$ cat src/rtl/key_tracker_if.sv
// key_tracker_if: scan-code input stream and lane-state outputs of key_tracker.
// The keyboard side drives the master modport; key_tracker uses the slave modport.
interface key_tracker_if;
    logic       code_valid;
    logic [7:0] code;
    logic       frame_start;
    logic [7:0] key_now;
    logic [7:0] keyTrack;
    logic [7:0] hit;
    logic       unknown_code;

    modport master (
        output code_valid, code, frame_start,
        input  key_now, keyTrack, hit, unknown_code
    );

    modport slave (
        input  code_valid, code, frame_start,
        output key_now, keyTrack, hit, unknown_code
    );
endinterface

$ cat src/rtl/key_tracker.sv
// key_tracker: PS/2 set-2 scan-code decoder producing 8 lane states,
// a frame-synchronised copy for the renderer, and per-lane press pulses.
// Optional stuck-key auto-release is enabled by defining KEY_TRACKER_TIMEOUT_EN.
//
// state   | meaning
// --------+---------------------------------------------------
// IDLE    | waiting for a make code or a prefix
// BRK     | F0 seen; next byte is a break code
// EXT     | E0 seen; next byte belongs to an extended key
// EXT_BRK | E0 F0 seen; next byte is an extended break, ignored
module key_tracker #(
    parameter int TIMEOUT_CYCLES = 50_000_000
) (
    input logic          Clk,
    input logic          Reset,
    key_tracker_if.slave bus
);
    typedef enum logic [1:0] {
        IDLE    = 2'd0,
        BRK     = 2'd1,
        EXT     = 2'd2,
        EXT_BRK = 2'd3
    } state_t;

    localparam logic [7:0] CODE_BRK = 8'hF0;
    localparam logic [7:0] CODE_EXT = 8'hE0;

    if (TIMEOUT_CYCLES < 2 || TIMEOUT_CYCLES > (1 << 26)) begin : g_param_check
        $error("key_tracker: TIMEOUT_CYCLES must be in 2..2**26");
    end

    state_t     state, state_nxt;
    logic [7:0] set_mask, clr_mask, to_mask;
    logic       unk_nxt;
    logic [7:0] key_r, track_r, hit_r;
    logic       unk_r;
    logic [7:0] code_mask;

    // One-hot lane for a mapped make/break byte, zero when unmapped.
    function automatic logic [7:0] lane_mask(input logic [7:0] c);
        case (c)
            8'h1C:   lane_mask = 8'h80;
            8'h1B:   lane_mask = 8'h40;
            8'h23:   lane_mask = 8'h20;
            8'h2B:   lane_mask = 8'h10;
            8'h3B:   lane_mask = 8'h08;
            8'h42:   lane_mask = 8'h04;
            8'h4B:   lane_mask = 8'h02;
            8'h4C:   lane_mask = 8'h01;
            default: lane_mask = 8'h00;
        endcase
    endfunction

    assign code_mask = lane_mask(bus.code);

    // Decoder state register.
    always_ff @(posedge Clk or posedge Reset) begin
        if (Reset) state <= IDLE;
        else       state <= state_nxt;
    end

    // Next state and per-byte lane set/clear decisions.
    always_comb begin
        state_nxt = state;
        set_mask  = 8'h00;
        clr_mask  = 8'h00;
        unk_nxt   = 1'b0;
        if (bus.code_valid) begin
            case (state)
                IDLE: begin
                    if (bus.code == CODE_BRK)      state_nxt = BRK;
                    else if (bus.code == CODE_EXT) state_nxt = EXT;
                    else if (code_mask != 8'h00)   set_mask  = code_mask;
                    else                           unk_nxt   = 1'b1;
                end
                BRK: begin
                    // Prefix bytes here are plain unmapped data.
                    if (code_mask != 8'h00) clr_mask = code_mask;
                    else                    unk_nxt  = 1'b1;
                    state_nxt = IDLE;
                end
                EXT: begin
                    if (bus.code == CODE_BRK) state_nxt = EXT_BRK;
                    else                      state_nxt = IDLE;
                end
                EXT_BRK: state_nxt = IDLE;
                default: state_nxt = IDLE;
            endcase
        end
    end

`ifdef KEY_TRACKER_TIMEOUT_EN
    localparam logic [25:0] TO_LAST = 26'(TIMEOUT_CYCLES - 1);

    for (genvar i = 0; i < 8; i++) begin : g_timeout
        logic [25:0] cnt_q;

        // Per-lane hold timer; restarts on every make, idles while the lane is clear.
        always_ff @(posedge Clk or posedge Reset) begin
            if (Reset)
                cnt_q <= 26'd0;
            else if (set_mask[i] || !key_r[i] || cnt_q == TO_LAST)
                cnt_q <= 26'd0;
            else
                cnt_q <= cnt_q + 26'd1;
        end

        // A make on the expiry cycle keeps the lane set.
        assign to_mask[i] = key_r[i] && (cnt_q == TO_LAST) && !set_mask[i];
    end
`else
    assign to_mask = 8'h00;
`endif

    // Live lane state, press pulses, unknown-code pulse and frame-latched copy.
    always_ff @(posedge Clk or posedge Reset) begin
        if (Reset) begin
            key_r   <= 8'h00;
            track_r <= 8'h00;
            hit_r   <= 8'h00;
            unk_r   <= 1'b0;
        end else begin
            key_r <= (key_r | set_mask) & ~clr_mask & ~to_mask;
            hit_r <= set_mask & ~key_r;
            unk_r <= unk_nxt;
            if (bus.frame_start) track_r <= key_r;
        end
    end

    assign bus.key_now      = key_r;
    assign bus.keyTrack     = track_r;
    assign bus.hit          = hit_r;
    assign bus.unknown_code = unk_r;
endmodule

$ cat src/flat_wrapper.sv
// flat-port wrapper written by rule: the top's interface ports become plain ports
module key_tracker_flat 
#(
    parameter int TIMEOUT_CYCLES = 50_000_000
)
  (Clk, Reset, bus_code_valid, bus_code, bus_frame_start, bus_key_now, bus_keyTrack, bus_hit, bus_unknown_code);
  key_tracker_if bus_i ();
  input logic Clk;
  input logic Reset;
  input wire logic [$bits(bus_i.code_valid)-1:0] bus_code_valid;
  input wire logic [$bits(bus_i.code)-1:0] bus_code;
  input wire logic [$bits(bus_i.frame_start)-1:0] bus_frame_start;
  output wire logic [$bits(bus_i.key_now)-1:0] bus_key_now;
  output wire logic [$bits(bus_i.keyTrack)-1:0] bus_keyTrack;
  output wire logic [$bits(bus_i.hit)-1:0] bus_hit;
  output wire logic [$bits(bus_i.unknown_code)-1:0] bus_unknown_code;
  assign bus_i.code_valid = bus_code_valid;
  assign bus_i.code = bus_code;
  assign bus_i.frame_start = bus_frame_start;
  assign bus_key_now = bus_i.key_now;
  assign bus_keyTrack = bus_i.keyTrack;
  assign bus_hit = bus_i.hit;
  assign bus_unknown_code = bus_i.unknown_code;
  key_tracker #(.TIMEOUT_CYCLES(TIMEOUT_CYCLES)) u_core (.Clk(Clk), .Reset(Reset), .bus(bus_i));
endmodule
$ cat config.mk
export PLATFORM = sky130hd
export DESIGN_NAME = key_tracker_flat
export DESIGN_NICKNAME = d
export VERILOG_FILES = /design/src/rtl/key_tracker_if.sv /design/src/rtl/key_tracker.sv /design/src/flat_wrapper.sv
export SDC_FILE = /design/constraint.sdc
export NUM_CORES = 1
export LEC_CHECK = 0
export BUFFER_PORTS_ARGS = -buffer_cell sky130_fd_sc_hd__buf_2
export CORE_ASPECT_RATIO = 0.75
export CORE_UTILIZATION = 45
export CTS_CLUSTER_DIAMETER = 150
export DETAILED_ROUTE_END_ITERATION = 7
export PLACE_DENSITY_LB_ADDON = 0.25
export SLEW_MARGIN = 25
export SYNTH_ARGS = -nofsm -noshare
export SYNTH_HDL_FRONTEND = slang
export SYNTH_SLANG_ARGS = --single-unit
$ cat constraint.sdc
create_clock -name Clk -period 3.66 [get_ports Clk]
set_clock_uncertainty 0.2 [all_clocks]
set_input_delay 0.549 -clock Clk [delete_from_list [all_inputs] [get_ports Clk]]
set_output_delay 0.549 -clock Clk [all_outputs]
set_load 0.05 [all_outputs]
==> impl_metrics.yaml <==
route:
  post_drt_wl_per_cell_um: 13.4
  num_vias: 954
  ant_nets: 0
  drtIter0Drc: 16
  totalWireLength_um: 2370
  drc: 0
  viasPerCell: 5.39
  drt_first_pass_iters: 4
clock_tree:
  cts_made_buffers: 3
  insertion_delay_ns: 0.32
  clock_path_buffers: 2
  htreeDepth: 1
  cts_sinks: 27
  cts-root-buf: "clkbuf_4"
  cts_setup_buffers: 0
  tritoncts: "built"
  cts_resized: 0
  cts-hold-fix-buffers: 0
  clk_pin_slew_ns: 0.13
critical_path:
  crit_type: "reg2out"
  path_buf_inv: 1
  required_ns: 2.91
  slowest_stage: "dfrtp_1"
  endpoint_kind: "output port"
  critPathMaxFanout: 4
  startpoint_type: "flip-flop"
  crit_chain: "buf_2"
  cpLargestDelayFamily: "flip-flops"
  crit_path_max_incr_delay_ns: 0.42
  arrival_ns: 1.02
logic_synthesis:
  synth_compound_area_frac: 0.0804
  synth_simple_gate_area_frac: 0.266
  synth_area_leader_cell: "dfrtp_1"
  synthAdderAreaFrac: 0
  ys_ff_latch: 27
  synthDistinctLibCells: 33
  synthMuxAreaShare: 0.0824
  synthTopCellsByArea: "dfrtp_1, mux2_2, nor4b_2, nor3_1, nand2_1"
  yosysTopAreaCellShare: 0.549
  synth.yosys.seq_area_share: 0.549
  yosysMostFrequentCell: "dfrtp_1"
  netlist_instances: 105
  synth_top_family_by_area: "simple AND/OR/NAND/NOR gates"
  synth_xor_xnor_area_share: 0
  async_reset_ff_frac: 1.00
  ys.flop_type: "dfrtp_1"
  synth_area_um2: 1230
  synth_edf_count: 0
  syn_area_per_cell_um2: 11.7
  synth_nets: 117
  ys_top_cells_by_count: "dfrtp_1, mux2_2, nand2_1"
  ys_warn_count: 0
finish:
  layout-drive-gt1-share: 0.411
  area_growth_pct: 18.9
  antenna_cells: 0
  nets: 154
  fin_area_um2: 1460
  fin_util: 0.562
  fillCellCount: 247
status:
  status: "finished, final reports clean"
floorplanning:
  die_y_um: 47.3
  initial_core_util: 0.473
  die-width_um: 62.4
  die_area_um2: 2950
  num_rows: 16
  core_region_area_um2: 2600
  io_pins: 37
placed_design:
  io_buffers: 36
  place_congestion: 0.803
  placed_area_um2: 1440
  detailed_place_hpwl_um: 1790
  pre_cts_ws_ns: 1.60
global_route:
  grt_max_degree: 28
  grt_usage: 0.164
  grt_pass1_wl_um: 3600
  grt-ovfl-total: 0
  grt_pass1_vias: 760
  antenna_found_initial: 0
sta:
  slew_headroom: 0.594
  drv_slew: 0
  setup_viol: 0
  tightest_slew_ns: 0.607
  tns_ns: 0
  hold_viol: 0
  fin_crit_sh: 0.484
  fin_crit_ns: 1.77
  rsz0062_at_grt: "no"
  worst_slack_ns: 1.89
  fmax_mhz: 565
power_and_ir_drop:
  ir_worst_vdd_uv: 276
  total_power_uw: 576
  p_leak_uw: 0.000735
  powerDensity_nw_per_um2: 394
flow_run:
  drv_cap: 0
worst_hold_path:
  hp-class: "in2async"
-- state kept, by name (all words and copies together), names as in the netlist --
register                 cells
u_core.bus.key_now           8
u_core.state                 2
u_core.bus.hit               8
u_core.bus.keyTrack          8
u_core.bus.unknown_code      1
-- cell families after synthesis --
family                 after synthesis
buffers and inverters                6
flip-flops                          27
multiplexers                         9
AND/OR/NAND/NOR                     50
AO/OA/AOI/OAI                       13
-- power by group --
part           leakage [uW]  total (uW)  switching (uW)  internal, uW
clock network     0.0000177         121            80.1          40.9
registers          0.000369         326            11.6           315
logic              0.000348         129            94.6          34.5
total              0.000735         576             186           390
-- stage by stage --
stage / cells / hold WS, ns
after floorplan: 105 / 0.264
after global placement: 173 / 0.280
after detailed placement: 173 / 0.286
after CTS: 177 / 0.258
after global routing: 177 / 0.0992
final: 177 / 0.0537
-- path summary, 6_finish.rpt --
kind	to	cells past startpoint	from	slack (ns)
hold reg to reg	u_core.bus.hit[2]	1	u_core.bus.key_now[2]	0.31
setup reg to reg	u_core.bus.key_now[4]	4	u_core.state[1]	1.94
hold / removal	u_core.bus.hit[7]	2	Reset	0.05
max in group asynchronous	u_core.bus.hit[2]	2	Reset	2.85
setup / recovery	bus_key_now[4]	1	u_core.bus.key_now[4]	1.89
min in group Clk	u_core.bus.hit[2]	1	u_core.bus.key_now[2]	0.31
-- cell type report --
type / count / area [um2] / area share
clock buffers: 3 / 22.5 / 0.0154
clock inverters: 1 / 5.00 / 0.00342
inverters: 2 / 7.51 / 0.00513
multi-input cells: 72 / 527 / 0.360
flip-flops and latches: 27 / 676 / 0.462
well taps: 36 / 45.0 / 0.0308
repair buffers: 36 / 180 / 0.123
-- routing by layer --
| metal | up-vias | share of wire | routed length [um] | GRT usage |
|---|---|---|---|---|
| met5 | - | 0 | 0 | 0 |
| met4 | 0 | 0.0059 | 14 | 0.0419 |
| met3 | 2 | 0.068 | 161 | 0.0461 |
| met2 | 44 | 0.46 | 1090 | 0.270 |
| met1 | 442 | 0.47 | 1110 | 0.221 |
| li1 | 466 | - | - | - |
-- cells in the final DEF, fill, tap and decap left out, types with 2 or more instances in the layout --
cell type  Yosys  routed
buf_2          1      36
dfrtp_1       27      27
mux2_2         9       9
nand2_1        8       8
nor2_1         7       7
nor3_1         7       7
nand3_1        5       5
o21ai_0        4       4
nor4b_2        3       3
nor4_1         3       3
clkbuf_4       0       3
nor2b_1        2       2
nor3b_1        2       2
nor4b_1        2       2
o32a_2         2       2
o22a_1         2       2
nor4bb_1       2       2
(Power assumes the default switching activity.)
